[src/rtl/vga_pkg.sv]
// ============================================================================
// Module : vga_pkg
// Brief  : Shared VGA display-path constants and helpers.
// Rev    : 1.0  initial release
// ============================================================================
`default_nettype none

package vga_pkg;

    localparam int CW_DEFAULT = 4;

    localparam logic [11:0] KEY_MAGENTA = 12'hF0F;

    localparam int LAYER_BG     = 0;
    localparam int LAYER_MAP    = 1;
    localparam int LAYER_BOX    = 2;
    localparam int LAYER_PLAYER = 3;

    // Width of one packed {R,G,B} pixel for a given channel width.
    function automatic int rgb_w(input int cw);
        return 3 * cw;
    endfunction

endpackage

`default_nettype wire

[src/rtl/prio_sel.sv]
// ============================================================================
// Module : prio_sel
// Brief  : Combinational highest-index-wins selector with any-hit flag.
// Rev    : 1.0  initial release
// ============================================================================
`default_nettype none

module prio_sel #(
    parameter int NUM = 4,
    parameter int DW  = 12
) (
    input  logic [NUM-1:0]    i_req,
    input  logic [NUM*DW-1:0] i_data,
    output logic [DW-1:0]     o_data,
    output logic              o_any_hit
);

    // Ascending scan: a later (higher) index overwrites any earlier hit.
    always_comb begin
        o_data    = '0;
        o_any_hit = 1'b0;
        for (int i = 0; i < NUM; i++) begin
            if (i_req[i]) begin
                o_data    = i_data[i*DW +: DW];
                o_any_hit = 1'b1;
            end
        end
    end

endmodule

`default_nettype wire

[src/rtl/layer_compositor.sv]
// ============================================================================
// Module : layer_compositor
// Brief  : Two-stage priority layer compositor with frame-shadowed masks.
// Rev    : 1.0  initial release
// ============================================================================
`default_nettype none

module layer_compositor
    import vga_pkg::*;
#(
    parameter int              NUM_LAYERS = 4,
    parameter int              CW         = CW_DEFAULT,
    parameter logic [3*CW-1:0] KEY_RGB    = KEY_MAGENTA,
    parameter int              BLINK_LOG2 = 5
) (
    input  logic                          clk,
    input  logic                          rst_n,
    input  logic                          de_in,
    input  logic                          hsync_in,
    input  logic                          vsync_in,
    input  logic [NUM_LAYERS-1:0]         layer_rq,
    input  logic [NUM_LAYERS*3*CW-1:0]    layer_rgb,
    input  logic [3*CW-1:0]               bg_rgb,
    input  logic                          cfg_we,
    input  logic [NUM_LAYERS-1:0]         cfg_en_mask,
    input  logic [NUM_LAYERS-1:0]         cfg_blink_mask,
    input  logic                          key_en,
    output logic [3*CW-1:0]               rgb_out,
    output logic                          de_out,
    output logic                          hsync_out,
    output logic                          vsync_out,
    output logic [7:0]                    frame_cnt
);

    localparam int PW = rgb_w(CW);

    logic [NUM_LAYERS-1:0]    r_en_pend;
    logic [NUM_LAYERS-1:0]    r_blink_pend;
    logic [NUM_LAYERS-1:0]    r_en_act;
    logic [NUM_LAYERS-1:0]    r_blink_act;

    logic [NUM_LAYERS-1:0]    r_eff_s1;
    logic [NUM_LAYERS*PW-1:0] r_rgb_s1;
    logic [PW-1:0]            r_bg_s1;
    logic                     r_de_s1;
    logic                     r_hs_s1;
    logic                     r_vs_s1;

    logic                     w_vs_rise;
    logic                     w_blink_off;
    logic [NUM_LAYERS-1:0]    w_eff;
    logic [PW-1:0]            w_sel_rgb;
    logic                     w_any_hit;

    // Stage-1 vsync register doubles as the edge detector's history.
    assign w_vs_rise   = vsync_in & ~r_vs_s1;
    assign w_blink_off = frame_cnt[BLINK_LOG2-1];

    generate
        for (genvar gi = 0; gi < NUM_LAYERS; gi++) begin : g_eff
            logic w_keyed;
            assign w_keyed   = key_en && (layer_rgb[gi*PW +: PW] == KEY_RGB);
            assign w_eff[gi] = layer_rq[gi] & r_en_act[gi]
                             & ~(r_blink_act[gi] & w_blink_off) & ~w_keyed;
        end
    endgenerate

    always_ff @(posedge clk or negedge rst_n) begin
        if (!rst_n) begin
            r_en_pend    <= '1;
            r_blink_pend <= '0;
            r_en_act     <= '1;
            r_blink_act  <= '0;
            frame_cnt    <= 8'd0;
        end else begin
            if (cfg_we) begin
                r_en_pend    <= cfg_en_mask;
                r_blink_pend <= cfg_blink_mask;
            end
            if (w_vs_rise) begin
                // A write landing on the boundary goes straight to the active set.
                r_en_act    <= cfg_we ? cfg_en_mask    : r_en_pend;
                r_blink_act <= cfg_we ? cfg_blink_mask : r_blink_pend;
                frame_cnt   <= frame_cnt + 8'd1;
            end
        end
    end

    always_ff @(posedge clk or negedge rst_n) begin
        if (!rst_n) begin
            r_eff_s1 <= '0;
            r_rgb_s1 <= '0;
            r_bg_s1  <= '0;
            r_de_s1  <= 1'b0;
            r_hs_s1  <= 1'b0;
            r_vs_s1  <= 1'b0;
        end else begin
            r_eff_s1 <= w_eff;
            r_rgb_s1 <= layer_rgb;
            r_bg_s1  <= bg_rgb;
            r_de_s1  <= de_in;
            r_hs_s1  <= hsync_in;
            r_vs_s1  <= vsync_in;
        end
    end

    prio_sel #(
        .NUM (NUM_LAYERS),
        .DW  (PW)
    ) u_prio_sel (
        .i_req     (r_eff_s1),
        .i_data    (r_rgb_s1),
        .o_data    (w_sel_rgb),
        .o_any_hit (w_any_hit)
    );

    always_ff @(posedge clk or negedge rst_n) begin
        if (!rst_n) begin
            rgb_out   <= '0;
            de_out    <= 1'b0;
            hsync_out <= 1'b0;
            vsync_out <= 1'b0;
        end else begin
            if (!r_de_s1)
                rgb_out <= '0;
            else if (w_any_hit)
                rgb_out <= w_sel_rgb;
            else
                rgb_out <= r_bg_s1;
            de_out    <= r_de_s1;
            hsync_out <= r_hs_s1;
            vsync_out <= r_vs_s1;
        end
    end

endmodule

`default_nettype wire
[config.mk]
export PLATFORM = sky130hd
export DESIGN_NAME = layer_compositor
export DESIGN_NICKNAME = d
export VERILOG_FILES = /design/src/rtl/vga_pkg.sv /design/src/rtl/prio_sel.sv /design/src/rtl/layer_compositor.sv
export SDC_FILE = /design/constraint.sdc
export NUM_CORES = 1
export LEC_CHECK = 0
export CORE_UTILIZATION = 28
export DETAILED_ROUTE_END_ITERATION = 8
export PLACE_DENSITY = 0.59
export SYNTH_ARGS = -nofsm -noshare
export SYNTH_HDL_FRONTEND = slang
export SYNTH_HIERARCHICAL = 1
export SYNTH_SLANG_ARGS = --single-unit
[constraint.sdc]
create_clock -name clk -period 1.37 [get_ports clk]
set_input_delay 0.274 -clock clk [delete_from_list [all_inputs] [get_ports clk]]
set_output_delay 0.274 -clock clk [all_outputs]
set_load 0.02 [all_outputs]
### Yosys cells after proc, flatten, opt, wreduce, memory -nomap -nowiden

Cells that the tools add are included.
W data, S select, Z words.

| word-level totals | value |
|---|---|
| memories | 0 |
| bits in registers | 106 |
| RAM bits | 0 |
| bits of input ports | 79 |
| latch bits | 0 |
| ROM bits | 0 |

| cells by class | value |
|---|---|
| divide/modulo/power cells | 0 |
| equal/unequal tests | 4 |
| multipliers | 0 |
| order comparisons | 0 |
| add/sub/neg operators | 1 |
| bitwise operators | 26 |
| mux-type cells | 12 |
| reductions and logical operators | 4 |
| shifts and indexed selects | 0 |

Operators with widths:

| kind | number |
|---|---|
| $mux W12 | 6 |
| $eq A12 B12 Y1 const B | 4 |
| $and A1 B1 Y1 | 17 |
| $not A1 Y1 | 9 |
| $add A8 B1 Y8 const B | 1 |
| $mux W4 | 2 |
| $logic_and A1 B1 Y1 | 4 |
| $mux W1 | 4 |

### Logic depth before layout (Yosys ltp)

| depth | value |
|---|---|
| word-level depth | 6 |
| gate-level depth with buffers | 6 |
| depth with buffers taken out | 5 |

### Hierarchy

Netlist, hierarchy kept.

Modules (own cells, without submodules):

| module | cells each | instances | area an instance (um^2) |
|---|---|---|---|
| layer_compositor | 215 | 1 | 3440.8 |
| prio_sel | 50 | 1 | 309.0 |

### Least setup slack after synthesis

No wires, ideal clock.

| timing | value |
|---|---|
| path type | register to register |
| from | register r_eff_s1[2] |
| to | register rgb_out[0] |
| cell stages (with the launch flop) | 7 |
| arrival time | 1229 ps |
| data required time | 1250 ps |
| period minus slack after synthesis | 1349 ps |
| buffers on the path | 2 |
| path slack | 21 ps |
| cell sequence | dfrtp_1 -> nor2_1 -> buf_2 -> nand2_1 -> buf_6 -> mux2i_1 -> nor2b_1 |

| between the ends | value |
|---|---|
| word-level cells in the longest chain between the ends | 4 |
| elaborated cells between the ends (all ways) | 6 |
| classes of those cells | mux (6) |

RTL lines:

| element | RTL line | source |
|---|---|---|
| start: declaration | layer_compositor.sv:42 | `logic [NUM_LAYERS-1:0] r_eff_s1;` |
| start signal: assignment | layer_compositor.sv:98 | `r_eff_s1 <= w_eff;` |
| $mux W1 (2 in series) | prio_sel.sv:23 | `if (i_req[i]) begin` |
| net w_any_hit | layer_compositor.sv:53 | `logic w_any_hit;` |
| $mux W12 | layer_compositor.sv:126 | `else if (w_any_hit)` |
| $mux W12 | layer_compositor.sv:124 | `if (!r_de_s1)` |
| end signal: assignment | layer_compositor.sv:127 | `rgb_out <= w_sel_rgb;` |
| end signal: assignment | layer_compositor.sv:129 | `rgb_out <= r_bg_s1;` |
| end: declaration | layer_compositor.sv:28 | `output logic [3*CW-1:0] rgb_out,` |

The timed path passes the listed nets, and every way through them passes these cells.
A chain may end at the register's enable or synchronous reset.

### Final worst setup path

| timing | value |
|---|---|
| from | register frame_cnt[2] |
| to | output port frame_cnt[2] |

RTL lines:

| element | RTL line | source |
|---|---|---|
| start: declaration | layer_compositor.sv:32 | `output logic [7:0] frame_cnt` |
| start signal: assignment | layer_compositor.sv:84 | `frame_cnt <= frame_cnt + 8'd1;` |

No word-level cell between the ends.

==> summary.md <==
| Metric | Value |
|---|---|
| Total of max-cap violations | 0 |
| DIE WIDTH | 118 um |
| Net count of the mapped netlist | ~350 |
| DRC violations left | 0 |
| Distinct cell type count of the synthesized netlist | 34 |
| Number of global-route vias before repair | approximately 2600 |
| Largest voltage drop on the vdd net | 0.000982 V |
| Setup Viol. Count Final | 0 |
| Cell-by-cell trace of the critical path | dlygate4sd2_1 |
| Pins over their slew limit | 0 |
| Critical setup path kind | flop to primary output |
| Grt ovf | 0 |
| Type of destination of the critical path | primary output |
| Final routed wirelength across all metal layers | 8830 um |
| Wire length of the first global-routing pass | 14100 um |
| Clock Sinks | 106 |
| Ant. Diodes | 0 |
| Post-synth design cell area | 3750 um2 |
| Post-layout power | 7.85 mW |
| Most common cell after layout, fill and taps aside | dfrtp_1 |
| Crit path largest cell delay | 380 ps |
| Buffering stage count on the worst path with inverters included | 1 |
| Die area | 13900 um2 |
| Core utilization of the finished layout | 0.430 |
| CORE AREA | 12800 um2 |
| Htree depth | 3 |
| LEAKAGE | 2.45 nW |
| Top-level port count | 102 |
| Clock root buffer | clkbuf_16 |
| Transition time of the tightest slew-check pin | 332 ps |
| Critical Path RT | between 1000 and 1500 ps |
| Largest net degree at the start of global routing | 57 |
| CTS tree | yes |
| Net switching power | 2.14 mW |
| WP data arrival | 1050 ps |
| Std-Cell Rows | 41 |
| Flop and latch count out of synthesis | 106 |
| Number of DRC markers in iteration 0 | around 110 |
| Normalized max-slew margin | 0.778 |
| Remaining antenna violation count | 0 |
| Clock latency on the worst-skew pair | 350 ps |
| CTS Buf Count | 9 |
| Shortest clock period the worst path allows after layout | ~1300 ps |
| Highest Clock Rate | roughly 0.76 GHz |
| Via count of the routed design | 2452 |
| Post-Synthesis Cells | 265 |
| Total global routing track utilization | 0.134 |
| Critical Path Source Type | flop |
| Fraction of layout cells with a size suffix above 1 | 0.184 |
| Top delay family on crit path | flip-flops |
| Pint | 5.71 mW |
| IO Port Bufs | between 100 and 150 |
| Pwr Density | 1420 nW/um2 |
| Number of vias per cell | 4.26 |
| Synthesis warning total | 6 |
| Longest Clk Path Bufs | 2 |
| Outcome | finished, final reports clean |
| HPWL after detailed placement | 6720 um |
| Register share of total power | 0.458 |
| Clock transition at the registers of the reported paths | around 70 ps |
| Slowest library cell on the worst path | dfrtp_1 |
| Die height | 118 um |
| Mean Syn Cell Area | ~14 um2 |
| Comb pwr share | 0.204 |
| Layout overhead on the synthesized area | 47.0% |
| Final RePlAce weighted congestion | ~0.76 |
| Hold Vio Cnt, Final | 0 |
| Initial standard-cell utilization of the core | 0.292 |
| Fin Clk Skew | a little under 7 ps |
| Fin crit share | 0.966 |
| Largest fanout of any net on the critical path | 2 |
| Switching share of power | 0.272 |
| Clock share of power | 0.338 |
| Final-stage net count | 478 |
| Number of antenna violations at the first check in global routing | 1 |
| Worst hold path class | flop to flop |
| Sequential-to-total area share from yosys stat | 0.710 |
| Commonest cells after routing, fill and taps aside | 98 x dfrtp_1, 77 x clkdlybuf4s50_1, 37 x nand2_1 |
| Detailed-route wire length per cell | 15.4 um |
| Detailed-routing iteration count for the pre-antenna-repair pass | 4 |
worst reg2reg max path: cells and delay by family (launching register included):
kind | cells | cell delay [ps]
mux | 1 | 170
buf+inv | 1 | 160
flops | 1 | 420
compound gates | 2 | 250
simple gates | 2 | 230
metal layers:
metal | vias to the layer above | track usage | share of wire | wire (um)
li1 | 1198 | - | - | -
met1 | 1179 | 0.161 | 0.43 | 3800
met2 | 67 | 0.221 | 0.49 | 4340
met3 | 8 | 0.0557 | 0.067 | 590
met4 | 0 | 0.0361 | 0.012 | 102
met5 | - | 0 | 0 | 0
stage by stage:
step	setup TNS, ps	std cells	hold WS, ps	worst slack (ps)	cell area, um2
2_1_floorplan	0	265	-21.6	20.6	3750
3_3_place_gp	-1760	555	296	-412	5140
3_5_place_dp	-2370	555	301	-345	5140
4_1_cts	0	572	351	5.10	5460
5_1_grt	-8.83	575	353	-8.83	5510
6_report	0	575	349	46.2	5510
worst paths after layout:
check	startpoint	endpoint	slack (ps)	cells after the start
worst min register to register	r_hs_s1$_DFF_PN0_	hsync_out$_DFF_PN0_	350	0
max in group asynchronous	rst_n	r_en_act[3]$_DFFE_PN1P_	610	3
min in group asynchronous	rst_n	r_bg_s1[11]$_DFF_PN0_	460	3
worst max-delay path	frame_cnt[2]$_DFFE_PN0P_	frame_cnt[2]	50	1
worst min-delay path	r_hs_s1$_DFF_PN0_	hsync_out$_DFF_PN0_	350	0
worst max register to register	r_eff_s1[3]$_DFF_PN0_	rgb_out[4]$_DFF_PN0_	50	6
registers in the layout (all words and copies together) (netlist names), 8 cells and up:
| signal | count |
|---|---|
| frame_cnt | 8 |
| r_rgb_s1 | 48 |
| r_bg_s1 | 12 |
| rgb_out | 12 |
area by class of cell:
cell class              count  area [um2]
fillers                  1228        7310
flip-flops and latches    106        2660
repair buffers            133        1280
multi-input cells         147        1040
clock buffers               9         225
well taps                 172         215
clock inverters             7        86.3
inverters                   1        3.75
Yosys cell counts, drive strengths merged:
library cell / n / share of area
nor4: 1 / 0.0017
nor3: 1 / 0.0013
xnor2: 7 / 0.016
and3: 1 / 0.0017
o22ai: 11 / 0.018
ha: 1 / 0.0033
nand3b: 2 / 0.0040
nor3b: 3 / 0.0060
or3b: 1 / 0.0023
nor4b: 3 / 0.0070
a21oi: 11 / 0.015
clkbuf: 1 / 0.0010
nand2b: 2 / 0.0033
dfrtp: 98 / 0.65
and4: 3 / 0.0070
mux2: 8 / 0.032
o21ai: 1 / 0.0013
and4b: 1 / 0.0027
nor2: 2 / 0.0020
nand2: 37 / 0.037
a221oi: 3 / 0.010
dfstp: 8 / 0.056
nand3: 2 / 0.0027
a31oi: 2 / 0.0033
a22oi: 10 / 0.020
mux2i: 12 / 0.032
nor2b: 14 / 0.024
nand4: 8 / 0.013
inv: 1 / 0.0010
buf: 10 / 0.020
kinds of logic after synthesis:
group | count (synthesis) | share of synthesized area
xor gates and xnor gates | 7 | 0.0164
AOI/OAI and AO/OA | 38 | 0.0681
and+or+nand+nor | 81 | 0.116
buffers and inverters | 12 | 0.0220
adders and majority gates | 1 | 0.00334
muxes | 20 | 0.0641
DFF | 106 | 0.710
timing repair:
item | in CTS | in global routing
hold buffers | 1 | 0
resized for setup | 30 | 11
endpoints found under the setup margin | 33 | 17
setup buffers | 0 | 3
hold endpoints to repair | 98 | 0
gates cloned | 0 | 0
power by group through the flow:
stage	clock network [mW]	logic [mW]	registers, mW
2_1_floorplan	0	0.586	3.82
4_1_cts	2.73	1.58	3.59
5_1_grt	2.85	1.73	3.63
6_report	2.65	1.60	3.59
3_5_place_dp	0	1.65	3.65
3_3_place_gp	0	1.63	3.64
(Power assumes the default switching activity.)
